===== src/rtl/gpmc_csr_bank_pkg.sv =====
// Shared definitions for GPMC CSR banks: window geometry, register offsets and
// the offset decoder used by every bank instance.
package gpmc_csr_bank_pkg;

  localparam int WINDOW_BITS = 6;
  localparam int MAX_REGS    = 8;

  localparam logic [WINDOW_BITS-1:0] OFS_ID      = 6'h00;
  localparam logic [WINDOW_BITS-1:0] OFS_SCRATCH = 6'h02;
  localparam logic [WINDOW_BITS-1:0] OFS_STICKY  = 6'h04;
  localparam logic [WINDOW_BITS-1:0] OFS_MASK    = 6'h06;
  localparam logic [WINDOW_BITS-1:0] OFS_PULSE   = 6'h08;
  localparam logic [WINDOW_BITS-1:0] OFS_CTRL    = 6'h10;
  localparam logic [WINDOW_BITS-1:0] OFS_STATUS  = 6'h20;

  typedef enum logic [2:0] {
    SEL_NONE    = 3'd0,
    SEL_ID      = 3'd1,
    SEL_SCRATCH = 3'd2,
    SEL_STICKY  = 3'd3,
    SEL_MASK    = 3'd4,
    SEL_PULSE   = 3'd5,
    SEL_CTRL    = 3'd6,
    SEL_STATUS  = 3'd7
  } csr_sel_e;

  // Bit 0 is ignored; ctrl/status slots beyond the configured count decode to nothing.
  function automatic csr_sel_e decode_sel(input logic [WINDOW_BITS-1:0] ofs,
                                          input int n_ctrl, input int n_status);
    logic [WINDOW_BITS-1:0] word;
    csr_sel_e sel;
    word = {ofs[WINDOW_BITS-1:1], 1'b0};
    sel  = SEL_NONE;
    if (word == OFS_ID) begin
      sel = SEL_ID;
    end else if (word == OFS_SCRATCH) begin
      sel = SEL_SCRATCH;
    end else if (word == OFS_STICKY) begin
      sel = SEL_STICKY;
    end else if (word == OFS_MASK) begin
      sel = SEL_MASK;
    end else if (word == OFS_PULSE) begin
      sel = SEL_PULSE;
    end else if (word[5:4] == OFS_CTRL[5:4]) begin
      if (int'(word[3:1]) < n_ctrl) sel = SEL_CTRL;
      else sel = SEL_NONE;
    end else if (word[5:4] == OFS_STATUS[5:4]) begin
      if (int'(word[3:1]) < n_status) sel = SEL_STATUS;
      else sel = SEL_NONE;
    end else begin
      sel = SEL_NONE;
    end
    return sel;
  endfunction

endpackage


===== src/rtl/gpmc_csr_bank_if.sv =====
// Host-side register access bus as presented by gpmc_sync.
interface gpmc_csr_bank_if #(
  parameter int ADDR_WIDTH = 16,
  parameter int DATA_WIDTH = 16
);
  logic                  address_valid;
  logic [ADDR_WIDTH:0]   address;
  logic                  wr_en;
  logic                  rd_en;
  logic [DATA_WIDTH-1:0] wr_data;
  logic [DATA_WIDTH-1:0] rd_data;
  logic                  hit;

  modport master (
    output address_valid, address, wr_en, rd_en, wr_data,
    input  rd_data, hit
  );

  modport slave (
    input  address_valid, address, wr_en, rd_en, wr_data,
    output rd_data, hit
  );
endinterface


===== src/rtl/csr_sticky_bits.sv =====
// Sticky event latch with write-1-to-clear, interrupt mask and registered irq.
// Reusable for any set of one-cycle error/event pulses.
module csr_sticky_bits #(
  parameter int W = 8
) (
  input  logic         clk,
  input  logic         rst_n,
  input  logic [W-1:0] event_in,
  input  logic         clr_en,
  input  logic [W-1:0] clr,
  input  logic         mask_we,
  input  logic [W-1:0] mask_in,
  output logic [W-1:0] sticky,
  output logic [W-1:0] mask,
  output logic         irq
);

  logic [W-1:0] sticky_r;
  logic [W-1:0] mask_r;
  logic         irq_r;
  logic [W-1:0] clr_s;

  // Clear vector is only live during a write to the sticky register.
  always_comb begin
    clr_s = '0;
    if (clr_en) clr_s = clr;
    else clr_s = '0;
  end

  // Event set wins over a same-cycle clear; irq lags sticky/mask by one cycle.
  always_ff @(posedge clk or negedge rst_n) begin
    if (!rst_n) begin
      sticky_r <= '0;
      mask_r   <= '0;
      irq_r    <= 1'b0;
    end else begin
      sticky_r <= (sticky_r & ~clr_s) | event_in;
      if (mask_we) mask_r <= mask_in;
      irq_r <= |(sticky_r & mask_r);
    end
  end

  assign sticky = sticky_r;
  assign mask   = mask_r;
  assign irq    = irq_r;

endmodule


===== src/rtl/gpmc_csr_bank.sv =====
// Parametrised GPMC control/status register bank: ID, scratch, sticky events,
// irq mask, pulse strobes, control and status registers in a 64-byte window.
module gpmc_csr_bank
  import gpmc_csr_bank_pkg::*;
#(
  parameter int                         ADDR_WIDTH    = 16,
  parameter int                         DATA_WIDTH    = 16,
  parameter logic [ADDR_WIDTH:0]        BASE_ADDR     = '0,
  parameter logic [DATA_WIDTH-1:0]      ID_VALUE      = 16'hC10D,
  parameter logic [DATA_WIDTH-1:0]      SCRATCH_RESET = 16'h1234,
  parameter int                         N_CTRL        = 4,
  parameter int                         N_STATUS      = 4,
  parameter int                         N_EVENTS      = 8,
  parameter logic [N_CTRL*DATA_WIDTH-1:0] CTRL_RESET  = '0
) (
  input  logic                           gpmc_clk,
  input  logic                           gpmc_reset_n,
  gpmc_csr_bank_if.slave                 bus,
  output logic [N_CTRL*DATA_WIDTH-1:0]   ctrl,
  input  logic [N_STATUS*DATA_WIDTH-1:0] status,
  input  logic [N_EVENTS-1:0]            event_in,
  output logic [DATA_WIDTH-1:0]          pulse,
  output logic                           irq
);

  if (BASE_ADDR[WINDOW_BITS-1:0] != '0) begin : g_bad_base
    $error("gpmc_csr_bank: BASE_ADDR must be 64-byte aligned");
  end
  if (N_CTRL < 1 || N_CTRL > MAX_REGS || N_STATUS < 1 || N_STATUS > MAX_REGS ||
      N_EVENTS < 1 || N_EVENTS > DATA_WIDTH) begin : g_bad_size
    $error("gpmc_csr_bank: register counts out of range");
  end

  logic [WINDOW_BITS-1:0] ofs_s;
  logic                   win_hit_s;
  csr_sel_e               sel_s;
  logic [2:0]             idx_s;

  logic [DATA_WIDTH-1:0]  scratch_r;
  logic [DATA_WIDTH-1:0]  ctrl_r [N_CTRL];
  logic [DATA_WIDTH-1:0]  pulse_r;
  logic [DATA_WIDTH-1:0]  rd_data_r;
  logic                   hit_r;

  logic [DATA_WIDTH-1:0]  ctrl_view_s   [MAX_REGS];
  logic [DATA_WIDTH-1:0]  status_view_s [MAX_REGS];
  logic [DATA_WIDTH-1:0]  sticky_ext_s;
  logic [DATA_WIDTH-1:0]  mask_ext_s;
  logic [DATA_WIDTH-1:0]  rd_mux_s;
  logic [N_EVENTS-1:0]    sticky_s;
  logic [N_EVENTS-1:0]    mask_s;

  assign ofs_s     = bus.address[WINDOW_BITS-1:0];
  assign win_hit_s = (bus.address[ADDR_WIDTH:WINDOW_BITS] == BASE_ADDR[ADDR_WIDTH:WINDOW_BITS]);
  assign sel_s     = win_hit_s ? decode_sel(ofs_s, N_CTRL, N_STATUS) : SEL_NONE;
  assign idx_s     = ofs_s[3:1];

  csr_sticky_bits #(.W(N_EVENTS)) u_sticky (
    .clk      (gpmc_clk),
    .rst_n    (gpmc_reset_n),
    .event_in (event_in),
    .clr_en   (bus.wr_en && (sel_s == SEL_STICKY)),
    .clr      (bus.wr_data[N_EVENTS-1:0]),
    .mask_we  (bus.wr_en && (sel_s == SEL_MASK)),
    .mask_in  (bus.wr_data[N_EVENTS-1:0]),
    .sticky   (sticky_s),
    .mask     (mask_s),
    .irq      (irq)
  );

  // Scratch and control register writes; wr_en alone qualifies a write.
  always_ff @(posedge gpmc_clk or negedge gpmc_reset_n) begin
    if (!gpmc_reset_n) begin
      scratch_r <= SCRATCH_RESET;
      for (int i = 0; i < N_CTRL; i++) ctrl_r[i] <= CTRL_RESET[i*DATA_WIDTH +: DATA_WIDTH];
    end else begin
      if (bus.wr_en && (sel_s == SEL_SCRATCH)) scratch_r <= bus.wr_data;
      for (int i = 0; i < N_CTRL; i++) begin
        if (bus.wr_en && (sel_s == SEL_CTRL) && (idx_s == 3'(i))) ctrl_r[i] <= bus.wr_data;
      end
    end
  end

  // Fixed-size views keep the 3-bit slot index in range whatever the counts.
  always_comb begin
    for (int i = 0; i < MAX_REGS; i++) begin
      ctrl_view_s[i]   = '0;
      status_view_s[i] = '0;
    end
    for (int i = 0; i < N_CTRL; i++)   ctrl_view_s[i]   = ctrl_r[i];
    for (int i = 0; i < N_STATUS; i++) status_view_s[i] = status[i*DATA_WIDTH +: DATA_WIDTH];
    sticky_ext_s = '0;
    mask_ext_s   = '0;
    sticky_ext_s[N_EVENTS-1:0] = sticky_s;
    mask_ext_s[N_EVENTS-1:0]   = mask_s;
  end

  // Read mux; anything not decoded (including misses) returns zero.
  always_comb begin
    rd_mux_s = '0;
    case (sel_s)
      SEL_ID:      rd_mux_s = ID_VALUE;
      SEL_SCRATCH: rd_mux_s = scratch_r;
      SEL_STICKY:  rd_mux_s = sticky_ext_s;
      SEL_MASK:    rd_mux_s = mask_ext_s;
      SEL_CTRL:    rd_mux_s = ctrl_view_s[idx_s];
      SEL_STATUS:  rd_mux_s = status_view_s[idx_s];
      default:     rd_mux_s = '0;
    endcase
  end

  // Registered read response and one-cycle pulse strobes.
  always_ff @(posedge gpmc_clk or negedge gpmc_reset_n) begin
    if (!gpmc_reset_n) begin
      rd_data_r <= '0;
      hit_r     <= 1'b0;
      pulse_r   <= '0;
    end else begin
      rd_data_r <= bus.address_valid ? rd_mux_s : '0;
      hit_r     <= bus.address_valid && win_hit_s;
      pulse_r   <= (bus.wr_en && (sel_s == SEL_PULSE)) ? bus.wr_data : '0;
    end
  end

  for (genvar g = 0; g < N_CTRL; g++) begin : g_ctrl_out
    assign ctrl[g*DATA_WIDTH +: DATA_WIDTH] = ctrl_r[g];
  end

  assign bus.rd_data = rd_data_r;
  assign bus.hit     = hit_r;
  assign pulse       = pulse_r;

endmodule


===== src/flat_wrapper.sv =====
// flat-port wrapper written by rule: the top's interface ports become plain ports
module gpmc_csr_bank_flat import gpmc_csr_bank_pkg::*;
#(
  parameter int                         ADDR_WIDTH    = 16,
  parameter int                         DATA_WIDTH    = 16,
  parameter logic [ADDR_WIDTH:0]        BASE_ADDR     = '0,
  parameter logic [DATA_WIDTH-1:0]      ID_VALUE      = 16'hC10D,
  parameter logic [DATA_WIDTH-1:0]      SCRATCH_RESET = 16'h1234,
  parameter int                         N_CTRL        = 4,
  parameter int                         N_STATUS      = 4,
  parameter int                         N_EVENTS      = 8,
  parameter logic [N_CTRL*DATA_WIDTH-1:0] CTRL_RESET  = '0
)
  (gpmc_clk, gpmc_reset_n, ctrl, status, event_in, pulse, irq, bus_address_valid, bus_address, bus_wr_en, bus_rd_en, bus_wr_data, bus_rd_data, bus_hit);
  gpmc_csr_bank_if #(.ADDR_WIDTH(ADDR_WIDTH), .DATA_WIDTH(DATA_WIDTH)) bus_i ();
  input  logic gpmc_clk;
  input  logic gpmc_reset_n;
  output logic [N_CTRL*DATA_WIDTH-1:0] ctrl;
  input  logic [N_STATUS*DATA_WIDTH-1:0] status;
  input  logic [N_EVENTS-1:0] event_in;
  output logic [DATA_WIDTH-1:0] pulse;
  output logic irq;
  input wire logic [$bits(bus_i.address_valid)-1:0] bus_address_valid;
  input wire logic [$bits(bus_i.address)-1:0] bus_address;
  input wire logic [$bits(bus_i.wr_en)-1:0] bus_wr_en;
  input wire logic [$bits(bus_i.rd_en)-1:0] bus_rd_en;
  input wire logic [$bits(bus_i.wr_data)-1:0] bus_wr_data;
  output wire logic [$bits(bus_i.rd_data)-1:0] bus_rd_data;
  output wire logic [$bits(bus_i.hit)-1:0] bus_hit;
  assign bus_i.address_valid = bus_address_valid;
  assign bus_i.address = bus_address;
  assign bus_i.wr_en = bus_wr_en;
  assign bus_i.rd_en = bus_rd_en;
  assign bus_i.wr_data = bus_wr_data;
  assign bus_rd_data = bus_i.rd_data;
  assign bus_hit = bus_i.hit;
  gpmc_csr_bank #(.ADDR_WIDTH(ADDR_WIDTH), .DATA_WIDTH(DATA_WIDTH), .BASE_ADDR(BASE_ADDR), .ID_VALUE(ID_VALUE), .SCRATCH_RESET(SCRATCH_RESET), .N_CTRL(N_CTRL), .N_STATUS(N_STATUS), .N_EVENTS(N_EVENTS), .CTRL_RESET(CTRL_RESET)) u_core (.gpmc_clk(gpmc_clk), .gpmc_reset_n(gpmc_reset_n), .bus(bus_i), .ctrl(ctrl), .status(status), .event_in(event_in), .pulse(pulse), .irq(irq));
endmodule

===== config.mk =====
export PLATFORM = sky130hd
export DESIGN_NAME = gpmc_csr_bank_flat
export DESIGN_NICKNAME = d
export VERILOG_FILES = /design/src/rtl/gpmc_csr_bank_pkg.sv /design/src/rtl/gpmc_csr_bank_if.sv /design/src/rtl/csr_sticky_bits.sv /design/src/rtl/gpmc_csr_bank.sv /design/src/flat_wrapper.sv
export SDC_FILE = /design/constraint.sdc
export NUM_CORES = 1
export LEC_CHECK = 0
export CELL_PAD_IN_SITES_DETAIL_PLACEMENT = 1
export CELL_PAD_IN_SITES_GLOBAL_PLACEMENT = 1
export CORE_AREA = 2 2 153 118
export DETAILED_ROUTE_END_ITERATION = 8
export DIE_AREA = 0 0 155 120
export HOLD_SLACK_MARGIN = 0.15
export PLACE_DENSITY = 0.83
export SLEW_MARGIN = 20
export SYNTH_ARGS = -nofsm -noshare
export SYNTH_HDL_FRONTEND = slang
export SYNTH_SLANG_ARGS = --single-unit

===== constraint.sdc =====
create_clock -name gpmc_clk -period 1.6 [get_ports gpmc_clk]
set_input_delay 0.32 -clock gpmc_clk [delete_from_list [all_inputs] [get_ports gpmc_clk]]
set_output_delay 0.32 -clock gpmc_clk [all_outputs]
set_load 0.02 [all_outputs]

# Yosys cells after proc, flatten, opt, wreduce, memory -nomap -nowiden
# Cells that the tools add are included.
# totals
inputBits	110
register_bits	130
elab_cells	68
out_inout_bits	98
# op_classes
bitwise_logic	5
n_eq_ne	16
mux	20
n_lt_le_gt_ge	2
reduce_logical	14
# ops
cell	n
binary-select mux 16 bit (select 3 bit)	2
2-to-1 mux 16 bit	6
case mux 16 bit (6 select lines)	1
2-to-1 mux 3 bit	10
bitwise AND 8 bit	2
== test 3 x 2 -> 1 bit, second input constant	4
== test 3 bit, second input constant	4
zero test 11 bit	1
== test 5 x 2 -> 1 bit, second input constant	2
logical AND 1 bit	10
2-to-1 mux 8 bit	1
inverter 8 bit	1
bitwise OR 8 bit	1
OR reduction 8 bit	1
== test 3 x 1 -> 1 bit, second input constant	2
== test 5 x 1 -> 1 bit, second input constant	1
== test 5 x 3 -> 1 bit, second input constant	1
zero test 5 bit	1
greater-or-equal comparator 4 bit, second input constant	1
inverter 3 -> 4 bit	1
zero test 3 bit	1
< comparator 3 bit, second input constant	1
== test 2 x 1 -> 1 bit, second input constant	1
== test 2 bit, second input constant	1

# Longest topological paths before layout
# Gate-level depths: netlist of the first run.
# logic_depth
depth_word	16
depth_mapped	7
mapped_depth_nobuf	5

# Hierarchy
# From an unflattened synthesis of the first run, not the netlist that was laid out.
# hier_totals
cells_unflattened	414
hier_area_um2	6145.9
# by_module_without_submodules
mod	instances	area_each_um2	cells_each
gpmc_csr_bank	1	5457.7	366
csr_sticky_bits	1	688.2	48

# Worst setup path before layout of the first run
# Ideal clock, no wire load.
# synth_timing
kind	in2reg
start	in bus_address[7]
end	reg u_core.ctrl_r, in the netlist u_core.ctrl[21]
path_stages	7
path_slack_ps	-768
arrival_time_ps	2242
path_cell_list	nor4_1 > nand3_1 > nor4b_4 > and4_1 > buf_6 > buf_12 > mux2_4
# synth_between
elab_chain_len	5
# synth_lines
element	line	rtl
from (decl)	flat_wrapper.sv:24	input wire logic [$bits(bus_i.address)-1:0] bus_address;
zero test 11 bit	gpmc_csr_bank.sv:54	assign win_hit_s = (bus.address[ADDR_WIDTH:WINDOW_BITS] == BASE_ADDR[ADDR_WIDTH:WINDOW_BITS]);
2-to-1 mux 3 bit	gpmc_csr_bank.sv:55	assign sel_s = win_hit_s ? decode_sel(ofs_s, N_CTRL, N_STATUS) : SEL_NONE;
== test 3 bit	gpmc_csr_bank.sv:79	if (bus.wr_en && (sel_s == SEL_CTRL) && (idx_s == 3'(i))) ctrl_r[i] <= bus.wr_data;
logical AND 1 bit (2 in a row)	gpmc_csr_bank.sv:79	
to (signal, indexed assignment)	gpmc_csr_bank.sv:79	
to (decl)	gpmc_csr_bank.sv:40	logic [DATA_WIDTH-1:0] ctrl_r [N_CTRL];
# No other way between the ends.
# A chain may end at the register's enable or synchronous reset.

# Final worst setup path of the first run
# layout_timing
start	in bus_address[11]
end	reg u_core.ctrl_r, in the netlist u_core.ctrl[57]
# The elaborated chain is that of the path after synthesis.

==> results of run 1 <==
-- cell usage after synthesis, types with 2 or more instances --
master / instances
dfrtp_1: 125
nor3_1: 5
and2_1: 17
a21oi_1: 15
buf_2: 7
dfstp_2: 5
mux4_2: 32
mux2_2: 71
nor4_4: 2
a32oi_1: 4
a222oi_1: 2
inv_1: 2
nand3_1: 5
a22oi_1: 15
nand2_1: 19
clkbuf_1: 9
nor2_1: 9
nand2b_1: 2
buf_1: 3
a21o_1: 9
mux2_4: 25
a221oi_1: 3
buf_6: 3
nor4_1: 5
a31oi_1: 5
-- sequential cells by signal (all words and copies together) (netlist names) --
name,flops
u_core.bus.hit,1
u_core.u_sticky.irq,1
u_core.scratch_r,16
u_core.ctrl,64
u_core.bus.rd_data,16
u_core.pulse,16
u_core.u_sticky.sticky,8
u_core.u_sticky.mask,8
-- repair_timing --
| action | in CTS | in global routing |
|---|---|---|
| hold buffers | 1 | 0 |
| resized for setup | 242 | 60 |
| pin swaps | 41 | 35 |
| buffers inserted | 13 | 19 |
| endpoints found under the setup margin | 226 | 128 |
| hold endpoints to repair | 125 | 0 |
| cloned | 5 | 2 |
-- final timing paths --
check	from	to	slack [ns]
max in group asynchronous	gpmc_reset_n	u_core.scratch_r[9]$_DFFE_PN1P_	0.83
min in group gpmc_clk	bus_address[6]	u_core.bus.hit$_DFF_PN0_	0.47
worst max register to register	u_core.ctrl[1]$_DFFE_PN0P_	u_core.bus.rd_data[1]$_DFF_PN0_	0.14
worst min-delay path	gpmc_reset_n	u_core.pulse[12]$_DFF_PN0_	0.23
worst min register to register	u_core.scratch_r[11]$_DFFE_PN0P_	u_core.scratch_r[11]$_DFFE_PN0P_	0.51
worst max-delay path	bus_address[11]	u_core.ctrl[57]$_DFFE_PN0P_	-0.25
-- cells by family after synthesis --
kind of cell	share of synthesized area [%]
flops	52.3
compound gates	6.70
xor+xnor	0.141
mux	30.4
simple gates	7.85
buf+inv	2.63
-- final cells by class --
cell class                      instances  area share, %
Tap cell                              220           2.59
Inverter                                2         0.0705
Multi-Input combinational cell        265           32.4
Clock buffer                           21           4.33
Timing Repair Buffer                  299           28.8
Sequential cell                       130           30.6
Clock inverter                         10           1.26
-- worst reg2reg max path, cell delays in order (launching register included) --
cell and delay, ns:
dfrtp_1 0.41, mux4_2 0.50, a22oi_2 0.29, a31oi_4 0.13
-- per-layer routing --
layer / up-vias / share of wire (%) / GRT usage (%)
li1: 2197 / - / -
met1: 2783 / 41 / 34.8
met2: 235 / 50 / 45.0
met3: 26 / 6.8 / 6.68
met4: 0 / 1.7 / 7.41
met5: - / 0 / 0
-- layout by cell type, fill, tap and decap left out, types with 15 or more instances in the layout --
| cell type | count |
|---|---|
| and2_1 | 15 |
| buf_12 | 17 |
| buf_4 | 46 |
| buf_6 | 29 |
| clkbuf_16 | 20 |
| clkdlybuf4s50_1 | 90 |
| dfrtp_1 | 125 |
| dlygate4sd2_1 | 99 |
| mux2_2 | 25 |
| mux2_4 | 71 |
| mux4_2 | 32 |
-- power breakdown --
group          switching (mW)  internal [mW]
clock                    1.53           2.51
combinational           0.391          0.467
sequential            0.00105           3.29
-- per-stage QoR --
step / util, % / cells
global route: 61.9 / 947
global placement: 53.1 / 883
detailed placement: 53.1 / 883
CTS: 59.5 / 931
floorplan: - / 421
finish: 61.9 / 947
==> run_results.csv, run 1 <==
group,metric,value,unit
final_layout,area_delta_synth_final,70.7,%
yosys,synthArstFlopShare,100,%
grt,grt_pass1_wl,36900,µm
yosys,synth_top_area_share,50.2,%
cts,worstSkewPairLatency,0.43,ns
run_status,status,"finished with violations",
yosys,syn_area,0.00623,mm²
yosys,synth-seq-cells,130,
timing,holdWs,0.234,ns
pwr,peakVddDrop,0.748,mV
worst_setup_path,cp.depth,10,
cts,root_buffer,"clkbuf_16",
yosys,ys_top_cells_by_area,"dfrtp_1 (50%), mux2_2 (13%), mux4_2 (12%)",
timing,worst_slew_pin_slew,0.468,ns
cts,numCtsBuffers,17,
worst_setup_path,cp_cell_sequence,"buf_6 -> nor4_4 -> nand3_2 -> nor4b_4 -> buf_4 -> buf_6 -> buf_6 -> nand4_4 -> buf_12 -> mux2_4",
routing,ant_nets,0,
worst_setup_path,cp_data_required_time,1.91,ns
pwr,p_leak,5.11,nW
yosys,yosysTopAreaCell,"dfrtp_1",
final_layout,design_area,0.0106,mm²
routing,via_per_inst,5.53,
cts,cts_tree,"yes",
timing,layout_setup_ws,-0.255,ns
yosys,synth_flop_cell,"dfrtp_1",
worst_setup_path,crit_fanout,7,
final_layout,register_area,0.00326,mm²
yosys,syn_nets,531,
timing,relSlewSlack,68.7,%
worst_setup_path,worst_ep_arrival_time,2.17,ns
cts,cts_htree_levels,4,
routing,drt_iter0_markers,330,
worst_setup_path,crit_path_max_incr_delay,0.33,ns
grt,grt.overflow.total,0,
cts,clockBufferDepth,2,
final_layout,fillers,1598,
run_status,violations,"negative setup slack",
final_layout,drive_above_1_share,46.6,%
final_layout,fin_nets,825,
worst_setup_path,startpoint_type,"input pin",
timing,rsz0062_at_grt,"true",
routing,drcViolationCount,0,
yosys,yosys_warnings,0,
flow_run,drv_cap,0,
timing,period_minus_slack,1.85,ns
placed_design,place_congestion,0.851,
worst_setup_path,crit_path_end_kind,"flip-flop",
worst_setup_path,worst_path_max_delay_cell,"nor4_4",
routing,firstDrtPassIters,4,
placed_design,io_buffers,205,
worst_setup_path,crit_family,"simple AND/OR/NAND/NOR gates",
timing,hold_violations,0,
worst_setup_path,crit_type,"in2reg",
worst_setup_path,crit_top_cell,"buf_6",
pwr,finalPower,8.19,mW
timing,final-setup-viol-count,114,
worst_setup_path,worst-path-buf-inv,5,
floorplanning,core_area,0.0172,mm²
pwr,power_density,769,mW/mm²
worst_setup_path,worstRegToRegCells,3,
yosys,ys_seq_area_share,52.3,%
floorplanning,num_io_pins,208,
floorplanning,die-area,0.0186,mm²
grt,grt_util_all_layers,26.8,%
timing,fmax,539,MHz
floorplanning,initial_core_util,36.3,%
placed_design,placed_area,0.00913,mm²
min_path,min_path_type,"in2async",
routing,vias,5241,
final_layout,diodes,0,
placed_design,dpl_worst_slack,-1.22,ns
grt,antenna_found_initial,0,
floorplanning,die_h,120,µm
timing,min_period_over_period,116,%
timing,drv_slew,0,
yosys,synth.distinct_cells,47,
cts,clock-sinks,130,
routing,avgRoutedWirePerCell,26.9,µm
floorplanning,std_cell_rows,42,
cts,clk_pin_slew,0.06,ns
yosys,synthCells,421,
yosys,synth_edf_count,0,
timing,finalSetupTns,-18.85,ns
grt,grt_pass1_vias,5998,
floorplanning,die_w,155,µm
grt,grt_max_degree,53,
routing,routed_wl,25400,µm
yosys,syn_area_per_cell,14.8,µm²
placed_design,dp_hpwl,15500,µm
timing,fin_skew,0.00936,ns
final_layout,multi_input_area,0.00344,mm²
(Power assumes the default switching activity.)
==> run 2: changes to the inputs <==
--- a/config.mk
+++ b/config.mk
@@ -12,7 +12,7 @@
 export DIE_AREA = 0 0 155 120
 export HOLD_SLACK_MARGIN = 0.15
 export PLACE_DENSITY = 0.83
-export SLEW_MARGIN = 20
+export SLEW_MARGIN = 30
 export SYNTH_ARGS = -nofsm -noshare
 export SYNTH_HDL_FRONTEND = slang
 export SYNTH_SLANG_ARGS = --single-unit
==> results of run 2 <==
Same layout as run 1: the final DEF is identical, and so are final timing and power.
